File: src/rtl/intpol2_pkg.sv
// Shared types and constants for the D4 interpolator feed scheduler.
// State encoding, status bit positions and tap count.
package intpol2_pkg;

  typedef enum logic [2:0] {
    S_IDLE,
    S_PRIME,
    S_RUN,
    S_DRAIN,
    S_DONE
  } state_t;

  localparam int TAPS = 4;

  localparam int ST_DONE   = 0;
  localparam int ST_BUSY   = 1;
  localparam int ST_EMPTY  = 2;
  localparam int ST_AFULL  = 3;
  localparam int ST_MODE   = 4;
  localparam int ST_BYPASS = 5;

endpackage

File: src/rtl/intpol2_valid_pipe.sv
// Delay line carrying calc strobes to the output write strobe.
// any_valid_o ignores the stage being written out this cycle.
module intpol2_valid_pipe #(
  parameter int LAT = 3
) (
  input  logic clk,
  input  logic rst,
  input  logic calc_i,
  output logic wr_en_o,
  output logic any_valid_o
);

  logic [LAT-1:0] pipe;

  // Shift calc strobes toward the write end
  always_ff @(posedge clk) begin
    if (rst) begin
      pipe <= '0;
    end else begin
      pipe[0] <= calc_i;
      for (int i = 1; i < LAT; i++) begin
        pipe[i] <= pipe[i-1];
      end
    end
  end

  assign wr_en_o = pipe[LAT-1];

  // Results still in flight after this cycle's write
  always_comb begin
    any_valid_o = 1'b0;
    for (int i = 0; i < LAT - 1; i++) begin
      any_valid_o = any_valid_o | pipe[i];
    end
  end

endmodule

File: src/rtl/intpol2_feed_sched.sv
// Phase accumulator and shift/calc sequencer for the D4 interpolator.
// Handles source back-pressure, output strobes and status.
module intpol2_feed_sched
  import intpol2_pkg::*;
#(
  parameter int FRAC_BITS      = 31,
  parameter int INT_BITS       = 2,
  parameter int MEM_ADDR_WIDTH = 4,
  parameter int CNT_WIDTH      = 16,
  parameter int CORE_LAT       = 3
) (
  input  logic                          clk,
  input  logic                          rst,
  input  logic                          start_i,
  input  logic                          mode_i,
  input  logic                          bypass_i,
  input  logic                          stop_i,
  input  logic [INT_BITS+FRAC_BITS-1:0] step_i,
  input  logic [CNT_WIDTH-1:0]          num_out_i,
  input  logic                          empty_i,
  input  logic                          afull_i,
  output logic                          fifo_rd_en_o,
  output logic [MEM_ADDR_WIDTH-1:0]     mem_rd_addr_o,
  output logic                          shift_o,
  output logic                          calc_o,
  output logic [FRAC_BITS-1:0]          mu_o,
  output logic                          bypass_o,
  output logic                          wr_en_o,
  output logic [MEM_ADDR_WIDTH-1:0]     wr_addr_o,
  output logic                          done_o,
  output logic [7:0]                    status_o
);

  localparam int STEP_W = INT_BITS + FRAC_BITS;

  state_t state_q, state_d;

  logic                      mode_q;
  logic                      bypass_q;
  logic                      stop_q;
  logic                      done_q;
  logic [STEP_W-1:0]         step_q;
  logic [CNT_WIDTH-1:0]      num_out_q;
  logic [CNT_WIDTH-1:0]      out_cnt_q;
  logic [FRAC_BITS-1:0]      mu_q;
  logic [INT_BITS-1:0]       pending_q;
  logic [1:0]                prime_cnt_q;
  logic [MEM_ADDR_WIDTH-1:0] rd_addr_q;
  logic [MEM_ADDR_WIDTH-1:0] wr_addr_q;

  logic avail;
  logic stop_eff;
  logic limited;
  logic last_out;
  logic launch;
  logic shift;
  logic calc;
  logic stall_empty;
  logic stall_afull;
  logic any_valid;

  assign avail    = ~mode_q | ~empty_i;
  assign stop_eff = mode_q & (stop_i | stop_q);
  assign limited  = ~mode_q | (num_out_q != '0);
  assign last_out = (out_cnt_q + CNT_WIDTH'(1)) == num_out_q;

  // Next state and per-cycle shift/calc decision
  always_comb begin
    state_d     = state_q;
    launch      = 1'b0;
    shift       = 1'b0;
    calc        = 1'b0;
    stall_empty = 1'b0;
    stall_afull = 1'b0;
    unique case (state_q)
      S_IDLE: begin
        if (start_i) begin
          launch = 1'b1;
          if (!mode_i && num_out_i == '0) state_d = S_DRAIN;
          else if (bypass_i)              state_d = S_RUN;
          else                            state_d = S_PRIME;
        end
      end
      S_PRIME: begin
        if (avail) begin
          shift = 1'b1;
          if (prime_cnt_q == 2'(TAPS - 1)) state_d = S_RUN;
        end else begin
          stall_empty = 1'b1;
        end
      end
      S_RUN: begin
        // stop waits only for a shift that can proceed now
        if (bypass_q) begin
          if (stop_eff)     state_d = S_DRAIN;
          else if (!avail)  stall_empty = 1'b1;
          else if (afull_i) stall_afull = 1'b1;
          else begin
            shift = 1'b1;
            calc  = 1'b1;
          end
        end else if (pending_q != '0) begin
          if (avail)         shift = 1'b1;
          else if (stop_eff) state_d = S_DRAIN;
          else               stall_empty = 1'b1;
        end else if (stop_eff) begin
          state_d = S_DRAIN;
        end else if (afull_i) begin
          stall_afull = 1'b1;
        end else begin
          calc = 1'b1;
        end
        if (calc && limited && last_out) state_d = S_DRAIN;
      end
      S_DRAIN: begin
        if (!any_valid) state_d = S_DONE;
      end
      S_DONE: begin
        state_d = S_IDLE;
      end
      default: begin
        state_d = S_IDLE;
      end
    endcase
  end

  // State, run configuration, phase and address registers
  always_ff @(posedge clk) begin
    if (rst) begin
      state_q     <= S_IDLE;
      mode_q      <= 1'b0;
      bypass_q    <= 1'b0;
      stop_q      <= 1'b0;
      done_q      <= 1'b0;
      step_q      <= '0;
      num_out_q   <= '0;
      out_cnt_q   <= '0;
      mu_q        <= '0;
      pending_q   <= '0;
      prime_cnt_q <= '0;
      rd_addr_q   <= '0;
      wr_addr_q   <= '0;
    end else begin
      state_q <= state_d;
      if (launch) begin
        mode_q      <= mode_i;
        bypass_q    <= bypass_i;
        step_q      <= step_i;
        num_out_q   <= num_out_i;
        stop_q      <= 1'b0;
        done_q      <= 1'b0;
        out_cnt_q   <= '0;
        mu_q        <= '0;
        pending_q   <= '0;
        prime_cnt_q <= '0;
        rd_addr_q   <= '0;
        wr_addr_q   <= '0;
      end else begin
        if (state_q != S_IDLE && stop_i) stop_q <= 1'b1;
        if (shift && !mode_q)
          rd_addr_q <= rd_addr_q + MEM_ADDR_WIDTH'(1);
        if (shift && state_q == S_PRIME)
          prime_cnt_q <= prime_cnt_q + 2'd1;
        if (shift && state_q == S_RUN && !bypass_q)
          pending_q <= pending_q - INT_BITS'(1);
        if (calc) begin
          out_cnt_q <= out_cnt_q + CNT_WIDTH'(1);
          if (!bypass_q)
            {pending_q, mu_q} <= {{INT_BITS{1'b0}}, mu_q} + step_q;
        end
        if (wr_en_o) wr_addr_q <= wr_addr_q + MEM_ADDR_WIDTH'(1);
        if (state_q == S_DONE) done_q <= 1'b1;
      end
    end
  end

  intpol2_valid_pipe #(
    .LAT (CORE_LAT)
  ) u_valid_pipe (
    .clk         (clk),
    .rst         (rst),
    .calc_i      (calc),
    .wr_en_o     (wr_en_o),
    .any_valid_o (any_valid)
  );

  assign shift_o       = shift;
  assign calc_o        = calc;
  assign fifo_rd_en_o  = shift & mode_q;
  assign mem_rd_addr_o = rd_addr_q;
  assign mu_o          = mu_q;
  assign bypass_o      = bypass_q;
  assign wr_addr_o     = wr_addr_q;
  assign done_o        = (state_q == S_DONE);

  // Status byte: sticky done, busy, live stalls, latched config
  always_comb begin
    status_o            = '0;
    status_o[ST_DONE]   = done_q | (state_q == S_DONE);
    status_o[ST_BUSY]   = (state_q == S_PRIME) ||
                          (state_q == S_RUN) ||
                          (state_q == S_DRAIN);
    status_o[ST_EMPTY]  = stall_empty;
    status_o[ST_AFULL]  = stall_afull;
    status_o[ST_MODE]   = mode_q;
    status_o[ST_BYPASS] = bypass_q;
  end

endmodule

File: config.mk
export PLATFORM = sky130hd
export DESIGN_NAME = intpol2_feed_sched
export DESIGN_NICKNAME = d
export VERILOG_FILES = /design/src/rtl/intpol2_pkg.sv /design/src/rtl/intpol2_valid_pipe.sv /design/src/rtl/intpol2_feed_sched.sv
export SDC_FILE = /design/constraint.sdc
export NUM_CORES = 1
export LEC_CHECK = 0
export ABC_CLOCK_PERIOD_IN_PS = 2300
export CAP_MARGIN = 20
export CORE_MARGIN = 2
export CORE_UTILIZATION = 45
export CTS_CLUSTER_SIZE = 20
export DETAILED_ROUTE_END_ITERATION = 16
export GPL_ROUTABILITY_DRIVEN = 0
export HOLD_SLACK_MARGIN = 0.06
export PLACE_DENSITY = 0.69
export SYNTH_ARGS = -nofsm -noshare
export SYNTH_HDL_FRONTEND = slang
export SYNTH_SLANG_ARGS = --single-unit
File: constraint.sdc
create_clock -name clk -period 2.3 [get_ports clk]
set_input_delay 0.46 -clock clk [delete_from_list [all_inputs] [get_ports clk]]
set_output_delay 0.46 -clock clk [all_outputs]
set_load 0.05 [all_outputs]
==> results.json, run 1 <==
{
  "synth.top_cell.area_share_pct": 34.9,
  "drv_cap": 0,
  "routed_wl_mm": 20.2,
  "path_depth": 8,
  "endpoint_kind": "flop",
  "hold_class": "in -> reg",
  "pre_cts_slack_ns": -0.285,
  "worst_slack_ns": -0.202,
  "die-height_um": 127,
  "track_usage_pct": 25.5,
  "syn_avg_cell_area_um2": 7.69,
  "peakVddDrop_uv": 532,
  "diodes": 0,
  "synth_most_common_cell": "nand2_1",
  "drtIter0Drc": 442,
  "finalSetupViolCount": 16,
  "grt_pass1_vias": 6964,
  "drc": 0,
  "crit_end": "mu_o[18]$_SDFFE_PP0P_",
  "maxSlewViolCount": 0,
  "layout.area.seq_um2": 2440,
  "seq_area_frac_synth_pct": 34.9,
  "antenna_found_initial": 1,
  "final.fill_count": 1157,
  "rsz0062_at_grt": "yes",
  "ctsHoldBuffers": 0,
  "slew_headroom_pct": 62.1,
  "crit_type": "reg -> reg",
  "clock-sinks": 118,
  "critPathLaunch": "mu_o[5]$_SDFFE_PP0P_",
  "r2r_setup_slack_ns": -0.20,
  "drive_gt1_share_pct": 27.6,
  "synth-async-reset-ratio_pct": 0,
  "start_util_pct": 46.3,
  "avgRoutedWirePerCell_um": 15.6,
  "worstMarginPinSlew_ns": 0.568,
  "p_total_mw": 8.10,
  "cp_top_family": "simple AND/OR/NAND/NOR gates",
  "r2r-end": "mu_o[18]$_SDFFE_PP0P_",
  "syn_area_um2": 6780,
  "synth.top_cells.by_area": "dfxtp_1 35%, nand2_1 10%, a21oi_1 8.0%",
  "min_from": "rst",
  "core_area_um2": 14600,
  "htreeDepth": 4,
  "pwr_density_cell_nw_per_um2": 793,
  "drtPass1Iterations": 6,
  "yosysTopAreaCell": "dfxtp_1",
  "synth-main-ff-cell": "dfxtp_1",
  "tritoncts": "built",
  "fin_crit_sh_pct": 109,
  "worstReg2RegStart": "mu_o[5]$_SDFFE_PP0P_",
  "synth_edf_count": 0,
  "die_area_um2": 16100,
  "finalHoldViolCount": 0,
  "cpPeakStageDelay_ns": 0.58,
  "fmax_ghz": 0.400,
  "crit_arrival_ns": 2.87,
  "skew_ns": 0.00706,
  "setup_tns_ns": -1.47,
  "area_delta_synth_final_pct": 50.8,
  "ant_nets": 0,
  "min_period_ns": 2.50,
  "grt_max_degree": 52,
  "dp_hpwl_mm": 13.8,
  "final_design_area_no_fill_um2": 10200,
  "multi_input_area_um2": 4580,
  "cp-start-kind": "flop",
  "synth_common_cells": "182 x nand2_1, 118 x dfxtp_1, 108 x a21oi_1",
  "critPathSlowestCell": "or4b_4",
  "place_area_um2": 9000,
  "violations": "setup timing",
  "die_x_um": 127,
  "reg2reg_depth": 8,
  "p_leak_nw": 4.11,
  "cts-root-buf": "clkbuf_16",
  "path_cells": "ha_1, a21o_1, or4b_4, a21oi_4, a21boi_1, o21a_1, or3_1, nand3_1",
  "ioPinCount": 110,
  "synthesis.instances": 881,
  "global_route.overflow_total": 0,
  "clock_latency_ns": 0.43,
  "yosysUniqueCellTypes": 65,
  "status": "complete, but fails checks",
  "cts_made_buffers": 17,
  "yosys_register_bits": 118,
  "synth_warnings": 0,
  "rows": 44,
  "cts_buffer_depth": 2,
  "port_buffers": 107,
  "vias": 7036,
  "grt_first_pass_wirelength_mm": 33.3,
  "path_buf_inv": 0,
  "via_per_inst": 5.41,
  "clk_transition_reported_paths_ns": 0.06,
  "required_ns": 2.66,
  "nets": 1198,
  "worstPathMaxFanout": 3
}
==> worst min path at each step <==
| stage | cells after the start | endpoint | slack (ns) |
|---|---|---|---|
| floorplan | 1 | u_valid_pipe.pipe[2]$_SDFF_PP0_ | 0.44 |
| global placement | 1 | u_valid_pipe.pipe[1]$_SDFF_PP0_ | 0.44 |
| detailed placement | 2 | step_q[7]$_SDFFE_PP0P_ | 0.46 |
| CTS | 3 | step_q[30]$_SDFFE_PP0P_ | 0.45 |
| global route | 3 | stop_q$_SDFFE_PP0P_ | 0.47 |
| finish | 3 | step_q[30]$_SDFFE_PP0P_ | 0.46 |
==> layout make-up <==
type | instances | area share [%]
inverters | 15 | 0.576
multi-input cells | 696 | 44.9
repair buffers | 255 | 22.1
clock buffers | 21 | 4.92
clock inverters | 11 | 1.37
flip-flops and latches | 118 | 23.9
well taps | 184 | 2.25
==> kinds of logic (layout without fill, tap and decap cells) <==
logic type	Yosys count	in the layout	synth area share, %
AOI/OAI and AO/OA	198	198	17.2
and+or+nand+nor	387	387	26.5
muxes	4	4	0.683
DFF	118	118	34.9
adders and majority gates	38	38	7.13
buffers and inverters	68	302	4.52
xor gates and xnor gates	67	67	9.05
other	1	2	0.0553
==> flip-flops by register name (all words and copies together) (netlist names) <==
register           flops
num_out_q             16
stop_q                 1
state_q                3
mode_q                 1
mem_rd_addr_o          4
done_q                 1
out_cnt_q             16
step_q                33
mu_o                  31
prime_cnt_q            2
pending_q              2
u_valid_pipe.pipe      3
wr_addr_o              4
bypass_o               1
==> placed cells by master (no fill, tap or decap), types with 19 or more instances in the layout <==
master           instances
nand3_1                 36
a21oi_1                 95
xnor2_1                 38
nor2_1                  55
clkbuf_16               19
nand2_1                176
ha_1                    23
dfxtp_1                 85
clkdlybuf4s50_1         96
buf_4                  147
xor2_1                  25
==> worst min-delay path, cell delays in order <==
cell and delay (ns):
buf_2 0.11, buf_4 0.22, a21oi_1 0.05
==> report_power, final <==
part           leakage, nW  switching [mW]  internal, mW  total (mW)
Sequential           0.979           0.259          2.28        2.54
Clock                0.316           0.980          1.88        2.86
Combinational         2.82            1.53          1.16        2.69
Total                 4.11            2.77          5.33        8.10
==> per-stage QoR <==
step / hold WS [ns] / util (%) / instances
2_1_floorplan: 0.439 / - / 882
3_3_place_gp: 0.444 / 61.5 / 1242
3_5_place_dp: 0.457 / 61.5 / 1242
4_1_cts: 0.455 / 68.0 / 1293
5_1_grt: 0.465 / 69.8 / 1300
6_report: 0.462 / 69.8 / 1300
==> repair_timing <==
item | in CTS | in global routing
buffers inserted | 20 | 8
gates resized for setup | 36 | 49
gates cloned | 0 | 0
pin swaps | 19 | 33
setup endpoints to repair | 24 | 33
==> routing by layer <==
layer	part of all wire, %	GRT usage, %	vias to the layer above
met5	0	0	-
met4	2.4	9.95	0
met3	4.1	5.69	44
met2	49	42.6	182
met1	45	32.1	3304
li1	-	-	3506
No activity file was read; power rests on OpenSTA's default activity.
==> run 2: changes to the inputs <==
--- a/config.mk
+++ b/config.mk
@@ -6,14 +6,14 @@
 export NUM_CORES = 1
 export LEC_CHECK = 0
 export ABC_CLOCK_PERIOD_IN_PS = 2300
-export CAP_MARGIN = 20
+export CAP_MARGIN = 5
 export CORE_MARGIN = 2
-export CORE_UTILIZATION = 45
+export CORE_UTILIZATION = 25
 export CTS_CLUSTER_SIZE = 20
 export DETAILED_ROUTE_END_ITERATION = 16
 export GPL_ROUTABILITY_DRIVEN = 0
 export HOLD_SLACK_MARGIN = 0.06
-export PLACE_DENSITY = 0.69
+export PLACE_DENSITY = 0.42
 export SYNTH_ARGS = -nofsm -noshare
 export SYNTH_HDL_FRONTEND = slang
 export SYNTH_SLANG_ARGS = --single-unit
==> run 2 against run 1 <==
  * The flow still finishes with violations (setup timing)
  * Critical path type unchanged
  * Total power rose by 1.6%
  * Non-clock buffer count rose by 18
  * Fmax rose by 1.2%
  * Via count fell by 2.4%
  * Sequential cell count did not move
  * Final area rose by 4.8%
  * Setup slack improved by 0.029 ns
  * Critical endpoint is now mu_o[29]$_SDFFE_PP0P_
==> results.json, run 2 (synthesized netlist as in run 1, its figures left out) <==
{
  "status": "complete, but fails checks",
  "violations": "setup timing",
  "tritoncts": "built",
  "clk_transition_reported_paths_ns": 0.06,
  "clock_latency_ns": 0.43,
  "routed_wl_mm": 22.3,
  "fin_crit_sh_pct": 108,
  "finalHoldViolCount": 0,
  "rows": 60,
  "ant_nets": 0,
  "reg2reg_depth": 10,
  "required_ns": 2.61,
  "cts-root-buf": "clkbuf_16",
  "endpoint_kind": "flop",
  "start_util_pct": 25.3,
  "place_area_um2": 9400,
  "worstMarginPinSlew_ns": 0.611,
  "skew_ns": 0.0105,
  "grt_pass1_vias": 6934,
  "largest_register_ffs": 33,
  "crit_type": "reg -> reg",
  "min_period_ns": 2.47,
  "core_area_um2": 26800,
  "critPathSlowestCell": "a2111oi_4",
  "grt_max_degree": 52,
  "global_route.overflow_total": 0,
  "pwr_density_cell_nw_per_um2": 769,
  "cp_top_family": "compound AO/OA/AOI/OAI gates",
  "final_design_area_no_fill_um2": 10700,
  "ctsHoldBuffers": 0,
  "crit_arrival_ns": 2.79,
  "hold_slack_ns": 0.427,
  "utilization_pct": 39.9,
  "cpPeakStageDelay_ns": 0.38,
  "port_buffers": 107,
  "die_x_um": 169,
  "final_common_cell": "nand2_1",
  "drive_gt1_share_pct": 30.1,
  "cts_made_buffers": 17,
  "drv_cap": 0,
  "hold_class": "in -> reg",
  "clock-sinks": 118,
  "layout_common_cells": "173 x nand2_1, 159 x buf_4, 99 x a21oi_1",
  "dp_hpwl_mm": 16.3,
  "via_per_inst": 4.65,
  "path_depth": 10,
  "peakVddDrop_uv": 414,
  "min_path_cells": 3,
  "maxSlewViolCount": 0,
  "area_delta_synth_final_pct": 58.0,
  "path_cells": "ha_4, a21oi_4, o21ai_2, o41ai_2, buf_4, nand2_2, o21a_4, a2111oi_4, nor3_2, mux2_1",
  "grt_first_pass_wirelength_mm": 35.8,
  "ioPinCount": 110,
  "antenna_found_initial": 0,
  "pre_cts_slack_ns": -0.275,
  "worstPathMaxFanout": 4,
  "die-height_um": 169,
  "slew_headroom_pct": 59.3,
  "drc": 0,
  "cp-start-kind": "flop",
  "worst_slack_ns": -0.173,
  "die_area_um2": 28400,
  "p_leak_nw": 4.26,
  "rsz0062_at_grt": "yes",
  "vias": 6866,
  "drtPass1Iterations": 4,
  "regMostFlops": "step_q",
  "cts_buffer_depth": 2,
  "htreeDepth": 4,
  "finalSetupViolCount": 11,
  "nets": 1216,
  "track_usage_pct": 15.8,
  "avgRoutedWirePerCell_um": 15.1,
  "path_buf_inv": 1,
  "diodes": 0,
  "dp.cells": 1423,
  "fmax_ghz": 0.404,
  "drtIter0Drc": 268,
  "fin_cells": 1475
}
run 2: cell types whose count changed in the layout (fill, tap and decap cells not counted), sizes merged:
| cell | previous run | this run |
|---|---|---|
| inv | 17 | 19 |
| clkdlybuf4s50 | 96 | 95 |
| clkbuf | 21 | 18 |
| clkinv | 4 | 5 |
| bufinv | 3 | 2 |
| clkinvlp | 2 | 3 |
| buf | 157 | 176 |
run 2: where the power goes:
part | switching [mW] | internal [mW] | total (mW) | leakage, nW
sequential | 0.244 | 2.28 | 2.53 | 0.981
combinational | 1.65 | 1.33 | 2.97 | 2.99
clock | 1.07 | 1.66 | 2.73 | 0.289
run 2: worst register-to-register path: cells and delay by family, from the launching register on:
kind / cells / cell delay (ns)
AND/OR/NAND/NOR: 2 / 0.12
multiplexers: 1 / 0.30
buffers and inverters: 1 / 0.17
flip-flops: 1 / 0.34
adder cells (fa/ha/maj): 1 / 0.26
AO/OA/AOI/OAI: 5 / 1.17
run 2: area by class of cell:
type                       instances  area, um2
clock buffer                      18        450
timing repair buffer             273       2430
sequential                       118       2450
clock inverter                    14        146
tap                              341        427
fill                            2771      16100
multi-input combinational        696       4750
inverter                          15       61.3
run 2: metal layers:
layer	track usage, %	wire length, um
met1	20.2	10600
met2	27.5	10900
met3	3.41	696
met4	3.34	163
met5	0	0
run 2: metrics by stage:
step           TNS, ns  total power, mW
3_3_place_gp     -5.63             5.29
5_1_grt          -2.97             8.73
3_5_place_dp     -6.37             5.29
6_report        -0.962             8.23
2_1_floorplan   -0.230             4.09
4_1_cts         -0.970             8.17
run 2: what timing repair did:
item / CTS / global route
pin swaps: 21 / 50
setup endpoints to repair: 20 / 33
gates resized for setup: 41 / 72
buffers inserted: 12 / 12
run 2: path summary, 6_finish.rpt:
kind | from | to | slack (ns)
setup / recovery | step_q[16]$_SDFFE_PP0P_ | mu_o[29]$_SDFFE_PP0P_ | -0.17
hold / removal | stop_i | stop_q$_SDFFE_PP0P_ | 0.43
setup reg to reg | step_q[16]$_SDFFE_PP0P_ | mu_o[29]$_SDFFE_PP0P_ | -0.17
hold reg to reg | u_valid_pipe.pipe[0]$_SDFF_PP0_ | u_valid_pipe.pipe[1]$_SDFF_PP0_ | 0.46
